File: config.mk
export PLATFORM = sky130hd
export DESIGN_NAME = pipe_stage_skid
export DESIGN_NICKNAME = d
export VERILOG_FILES = /design/src/rtl/pipe_pkg.sv /design/src/rtl/pipe_stage_skid.sv
export SDC_FILE = /design/constraint.sdc
export NUM_CORES = 1
export LEC_CHECK = 0
export ABC_AREA = 1
export CORE_ASPECT_RATIO = 0.5
export CORE_UTILIZATION = 45
export CTS_BUF_LIST = sky130_fd_sc_hd__clkbuf_8
export DETAILED_ROUTE_END_ITERATION = 8
export GPL_TIMING_DRIVEN = 0
export PLACE_DENSITY = 0.78
export RECOVER_POWER = 100
export SLEW_MARGIN = 10
export SYNTH_ARGS = -nofsm -noshare
export SYNTH_HDL_FRONTEND = slang
export SYNTH_SLANG_ARGS = --single-unit
File: constraint.sdc
create_clock -name i_clk -period 3.2 [get_ports i_clk]
set_clock_uncertainty 0.2 [all_clocks]
set_input_delay 0.32 -clock i_clk [delete_from_list [all_inputs] [get_ports i_clk]]
set_output_delay 0.32 -clock i_clk [all_outputs]
set_load 0.01 [all_outputs]
File: src/rtl/pipe_pkg.sv
// Shared types and constants for the pipeline-stage skid register.
package pipe_pkg;

  typedef enum logic [1:0] {ST_EMPTY, ST_BUSY, ST_FULL} pipe_state_e;

  localparam logic [31:0] NOP_INSTR = 32'h00007013;

endpackage

File: src/rtl/pipe_stage_skid.sv
// Pipeline-stage register with valid/ready handshake, flush, a 2-entry skid buffer and
// saturating flush/bubble statistics counters.
module pipe_stage_skid
  import pipe_pkg::*;
#(
  parameter int unsigned       ADDR_W = 32,
  parameter int unsigned       DATA_W = 32,
  parameter logic [DATA_W-1:0] BUBBLE = DATA_W'(NOP_INSTR),
  parameter int unsigned       CNT_W  = 16
) (
  input  logic              i_clk,
  input  logic              i_reset,
  input  logic              i_valid,
  output logic              o_ready,
  input  logic [ADDR_W-1:0] i_pc,
  input  logic [DATA_W-1:0] i_instr,
  input  logic              i_flush,
  output logic              o_valid,
  input  logic              i_ready,
  output logic [ADDR_W-1:0] o_pc,
  output logic [DATA_W-1:0] o_instr,
  output logic [CNT_W-1:0]  o_flush_cnt,
  output logic [CNT_W-1:0]  o_bubble_cnt
);

  localparam int unsigned EntryW = ADDR_W + DATA_W;

  pipe_state_e       state_q, state_d;
  logic [EntryW-1:0] main_q, main_d;
  logic [EntryW-1:0] skid_q, skid_d;
  logic [CNT_W-1:0]  flush_cnt_q, flush_cnt_d;
  logic [CNT_W-1:0]  bubble_cnt_q, bubble_cnt_d;
  logic              acc, xfer;

  // Ready depends only on registered state, so upstream never sees a path from i_ready.
  assign o_ready = (state_q != ST_FULL) & ~i_reset;
  assign o_valid = (state_q != ST_EMPTY);
  assign o_pc    = main_q[EntryW-1:DATA_W];
  assign o_instr = o_valid ? main_q[DATA_W-1:0] : BUBBLE;

  assign acc  = i_valid & o_ready;
  assign xfer = o_valid & i_ready;

  assign o_flush_cnt  = flush_cnt_q;
  assign o_bubble_cnt = bubble_cnt_q;

  always_comb begin
    state_d = state_q;
    main_d  = main_q;
    skid_d  = skid_q;
    if (i_flush) begin
      // A same-cycle xfer has already been sampled downstream; the incoming beat is dropped.
      state_d = ST_EMPTY;
    end else begin
      case (state_q)
        ST_EMPTY: begin
          if (acc) begin
            state_d = ST_BUSY;
            main_d  = {i_pc, i_instr};
          end
        end
        ST_BUSY: begin
          if (acc && xfer) begin
            main_d = {i_pc, i_instr};
          end else if (acc) begin
            state_d = ST_FULL;
            skid_d  = {i_pc, i_instr};
          end else if (xfer) begin
            state_d = ST_EMPTY;
          end
        end
        ST_FULL: begin
          if (xfer) begin
            state_d = ST_BUSY;
            main_d  = skid_q;
          end
        end
        default: state_d = ST_EMPTY;
      endcase
    end
  end

  always_comb begin
    flush_cnt_d  = flush_cnt_q;
    bubble_cnt_d = bubble_cnt_q;
    if (i_flush && !(&flush_cnt_q)) begin
      flush_cnt_d = flush_cnt_q + CNT_W'(1);
    end
    if (!o_valid && !(&bubble_cnt_q)) begin
      bubble_cnt_d = bubble_cnt_q + CNT_W'(1);
    end
  end

  always_ff @(posedge i_clk) begin
    if (i_reset) begin
      state_q      <= ST_EMPTY;
      main_q       <= {ADDR_W'(0), BUBBLE};
      skid_q       <= '0;
      flush_cnt_q  <= '0;
      bubble_cnt_q <= '0;
    end else begin
      state_q      <= state_d;
      main_q       <= main_d;
      skid_q       <= skid_d;
      flush_cnt_q  <= flush_cnt_d;
      bubble_cnt_q <= bubble_cnt_d;
    end
  end

endmodule

==> metrics.log <==
[metrics] outcome: completed
[metrics] cell type of the slowest stage on the worst timing path: sky130_fd_sc_hd__dlygate4sd3_1
[metrics] FF+latch count, synth: 162
[metrics] class of the most critical hold timing path: input pin to register
[metrics] total power: 4.23 mW
[metrics] number of warnings reported in the yosys synthesis log: 0
[metrics] Total GRT Usage: 0.239
[metrics] final setup violation count: 0
[metrics] async set-reset flop share out of synthesis: 0
[metrics] Storage cell area: 3240 µm²
[metrics] worst rel slew slack: 0.514
[metrics] I/O pin count: 167
[metrics] num rows: 33
[metrics] cell repeated most along the worst path: sky130_fd_sc_hd__nor2_1
[metrics] flip-flop cell with the highest count after synthesis: sky130_fd_sc_hd__dfxtp_1
[metrics] wire per inst: 13.2 µm
[metrics] Iter 0 DRT Violations: 410
[metrics] crit start category: register
[metrics] H-Tree Depth: 4
[metrics] core region area: 16,800 µm²
[metrics] IO Port Bufs: 165
[metrics] Least-Margin Pin Slew: 0.730 ns
[metrics] setup repair after global routing missed its margin: false
[metrics] last weighted congestion value of the routability-driven placer: 0.836
[metrics] Total Negative Setup Slacks: 0 ns
[metrics] post-CTS setup buffers: 0
[metrics] biggest cell delay along the critical path: 0.63 ns
[metrics] Max-cap violations: 0
[metrics] number of max-slew violations in the final report: 0
[metrics] via count of the first global-routing pass: 7,358
[metrics] wire length of the first global-routing pass: 34.7 mm
[metrics] maximum number of pins on one net before global-route repair: 17
[metrics] worst setup path class: register to output pin
[metrics] period utilisation layout: 0.929
[metrics] Root Driver: sky130_fd_sc_hd__clkbuf_8
[metrics] routed wire length: 21.4 mm
[metrics] Final Hold Vio Count: 0
[metrics] power per standard cell area: 412 nW/µm²
[metrics] full die area: 18,300 µm²
[metrics] worst-case reg-to-reg path depth: 8
[metrics] hold bufs inserted after CTS: 0
[metrics] source of the worst hold timing path: i_reset
[metrics] number of buffers created by CTS: 17
[metrics] Net Count, Synth: 1,270
[metrics] required time worst endpoint: 2.68 ns
[metrics] antenna-violating nets left: 0
[metrics] post-cts resize count: 0
[metrics] part of the Yosys area used for sequential elements: 0.407
[metrics] number of enable-type register cells in the synthesized netlist: 0
[metrics] worst voltage drop across the vdd grid: 0.277 mV
[metrics] fin crit period: 2.97 ns
[metrics] combined area of the multi-input logic cells: 3740 µm²
[metrics] Starting Density: 0.473
[metrics] width of the chip: 190 µm
[metrics] HPWL after detailed placement: 15.8 mm
[metrics] CP Max Fanout: 10
[metrics] number of antenna repair diodes: 0
[metrics] Clock Path Buffers: 2
[metrics] # clock sinks: 162
[metrics] data arrival time of the worst path: 2.45 ns
[metrics] worst-case hold path end point: main_q[18]$_SDFFE_PP0P_
[metrics] ordered list of cells on the worst path: nor2_1, buf_2, clkbuf_1, nor2_1, dlygate4sd3_1
[metrics] number of antenna violations at the first check in global routing: 0
[metrics] synthesized area divided by synthesized cell count: 6.64 µm²
[metrics] total congestion overflow after global routing: 0
[metrics] synthesis-to-layout area growth: 28.8%
[metrics] total of fill cells in the finished design: 1,610
[metrics] CTS tree: done
[metrics] Reg2Reg Setup Slack: 0.31 ns
[metrics] Leak Pwr: 4.29 nW
[metrics] count of unique library cells instantiated by Yosys: 29
[metrics] crit path capture type: output pin
[metrics] clock edge transition at the registers on the reported setup and hold paths: 0.10 ns
[metrics] Hold Path Depth: 3
[metrics] share of layout cells above drive strength 1: 0.0831
[metrics] detailed-route via count: 7,966
[metrics] highest clock rate: 0.336 GHz
[metrics] detailed-route vias per instance: 4.91
[metrics] overall die height: 96.0 µm
[metrics] Reg2Reg Capture Point: o_flush_cnt[7]$_SDFFE_PP0P_
[metrics] clock latency reported for the late side of the worst-skew pair: 0.46 ns
[metrics] netlist area before placement: 7960 µm²
[metrics] Post-Syn Instances: 1,199
[metrics] critical register-to-register path startpoint: o_flush_cnt[0]$_SDFFE_PP0P_
[metrics] number of detailed-routing iterations run before antenna repair: 4
[metrics] number of remaining DRC errors: 0
[metrics] layout net count: 1,454
cell usage in the layout, fill, tap and decap left out, types with 5 or more instances in the layout:
cell type,synthesis,layout
sky130_fd_sc_hd__clkbuf_8,0,17
sky130_fd_sc_hd__nor2_1,205,208
sky130_fd_sc_hd__dfxtp_1,162,162
sky130_fd_sc_hd__inv_1,54,56
sky130_fd_sc_hd__clkdlybuf4s50_1,0,75
sky130_fd_sc_hd__buf_4,35,33
sky130_fd_sc_hd__a21oi_1,76,79
sky130_fd_sc_hd__buf_6,20,19
sky130_fd_sc_hd__a21oi_2,9,6
sky130_fd_sc_hd__xnor2_1,8,8
sky130_fd_sc_hd__inv_6,0,6
sky130_fd_sc_hd__nand4_1,8,8
sky130_fd_sc_hd__nand3_1,82,83
sky130_fd_sc_hd__or2_2,6,6
sky130_fd_sc_hd__buf_2,22,15
sky130_fd_sc_hd__o21ai_0,76,77
sky130_fd_sc_hd__clkbuf_1,21,38
sky130_fd_sc_hd__xor2_1,5,5
sky130_fd_sc_hd__nand2_1,381,384
sky130_fd_sc_hd__dlygate4sd3_1,0,90
metrics by stage:
step	instance area, µm²	util	std cells	hold slack (ns)	setup slack, ns
after floorplan	7960	-	1199	0.221	1.36
after global placement	9900	0.587	1591	0.240	0.814
after detailed placement	9900	0.587	1591	0.245	0.766
after CTS	10300	0.613	1623	0.212	0.254
after global routing	10300	0.609	1623	0.242	0.0845
final	10300	0.609	1623	0.236	0.226
cells in the mapped netlist, types with 4 or more instances:
library cell | n | area share
sky130_fd_sc_hd__nand2_1 | 381 | 0.18
sky130_fd_sc_hd__nor2_1 | 205 | 0.097
sky130_fd_sc_hd__dfxtp_1 | 162 | 0.41
sky130_fd_sc_hd__nand3_1 | 82 | 0.052
sky130_fd_sc_hd__a21oi_1 | 76 | 0.048
sky130_fd_sc_hd__o21ai_0 | 76 | 0.048
sky130_fd_sc_hd__inv_1 | 54 | 0.025
sky130_fd_sc_hd__buf_4 | 35 | 0.033
sky130_fd_sc_hd__buf_2 | 22 | 0.014
sky130_fd_sc_hd__clkbuf_1 | 21 | 0.0099
sky130_fd_sc_hd__buf_6 | 20 | 0.028
sky130_fd_sc_hd__a21oi_2 | 9 | 0.0099
sky130_fd_sc_hd__nand4_1 | 8 | 0.0063
sky130_fd_sc_hd__xnor2_1 | 8 | 0.0088
sky130_fd_sc_hd__clkbuf_2 | 6 | 0.0038
sky130_fd_sc_hd__or2_2 | 6 | 0.0047
sky130_fd_sc_hd__inv_2 | 5 | 0.0024
sky130_fd_sc_hd__xor2_1 | 5 | 0.0055
sky130_fd_sc_hd__nand2_2 | 4 | 0.0031
where the power goes:
group | internal, mW | leakage, nW | switching, mW
Combinational | 0.231 | 2.76 | 0.249
Sequential | 2.07 | 1.31 | 0.0338
Clock | 0.797 | 0.220 | 0.846
Total | 3.10 | 4.29 | 1.13
state kept, by name, indices dropped and copies added (netlist names):
name	cells
skid_q	64
o_bubble_cnt	16
main_q	64
o_flush_cnt	16
state_q	2
per-layer routing:
layer,vias up,GRT usage,wire length (µm)
li1,4107,-,-
met1,3625,0.298,9690
met2,202,0.411,10100
met3,32,0.0507,1270
met4,0,0.0860,349
met5,-,0,0
final cells by class:
| class | count | share of cell area |
|---|---|---|
| repair buffers | 165 | 0.161 |
| flip-flops and latches | 162 | 0.316 |
| plain buffers | 105 | 0.0663 |
| clock inverters | 15 | 0.0188 |
| multi-input cells | 873 | 0.365 |
| well taps | 227 | 0.0277 |
| clock buffers | 17 | 0.0228 |
| inverters | 59 | 0.0216 |
worst max-delay path by stage:
stage | start | endpoint | slack [ns] | cells past startpoint
after floorplan | o_flush_cnt[0]$_SDFFE_PP0P_ | o_flush_cnt[12]$_SDFFE_PP0P_ | 1.36 | 8
after global placement | state_q[1]$_SDFFE_PP0P_ | o_instr[14] | 0.81 | 5
after detailed placement | state_q[1]$_SDFFE_PP0P_ | o_instr[14] | 0.77 | 5
after CTS | state_q[1]$_SDFFE_PP0P_ | o_instr[14] | 0.25 | 5
after global routing | state_q[1]$_SDFFE_PP0P_ | o_instr[4] | 0.08 | 5
final | state_q[1]$_SDFFE_PP0P_ | o_instr[2] | 0.23 | 5
critical path, delay by kind of cell, from the launching register on:
| family | cells | cell delay [ns] |
|---|---|---|
| flip-flops | 1 | 0.35 |
| AND/OR/NAND/NOR | 2 | 0.33 |
| buffers and inverters | 3 | 1.32 |
kinds of logic after synthesis:
family | synth area share
XOR/XNOR | 0.0143
flip-flops | 0.407
AND/OR/NAND/NOR | 0.349
AO/OA/AOI/OAI | 0.109
adder cells (fa/ha/maj) | 0.00314
buffers and inverters | 0.117
Note: power is estimated with default switching activity, not from simulation.
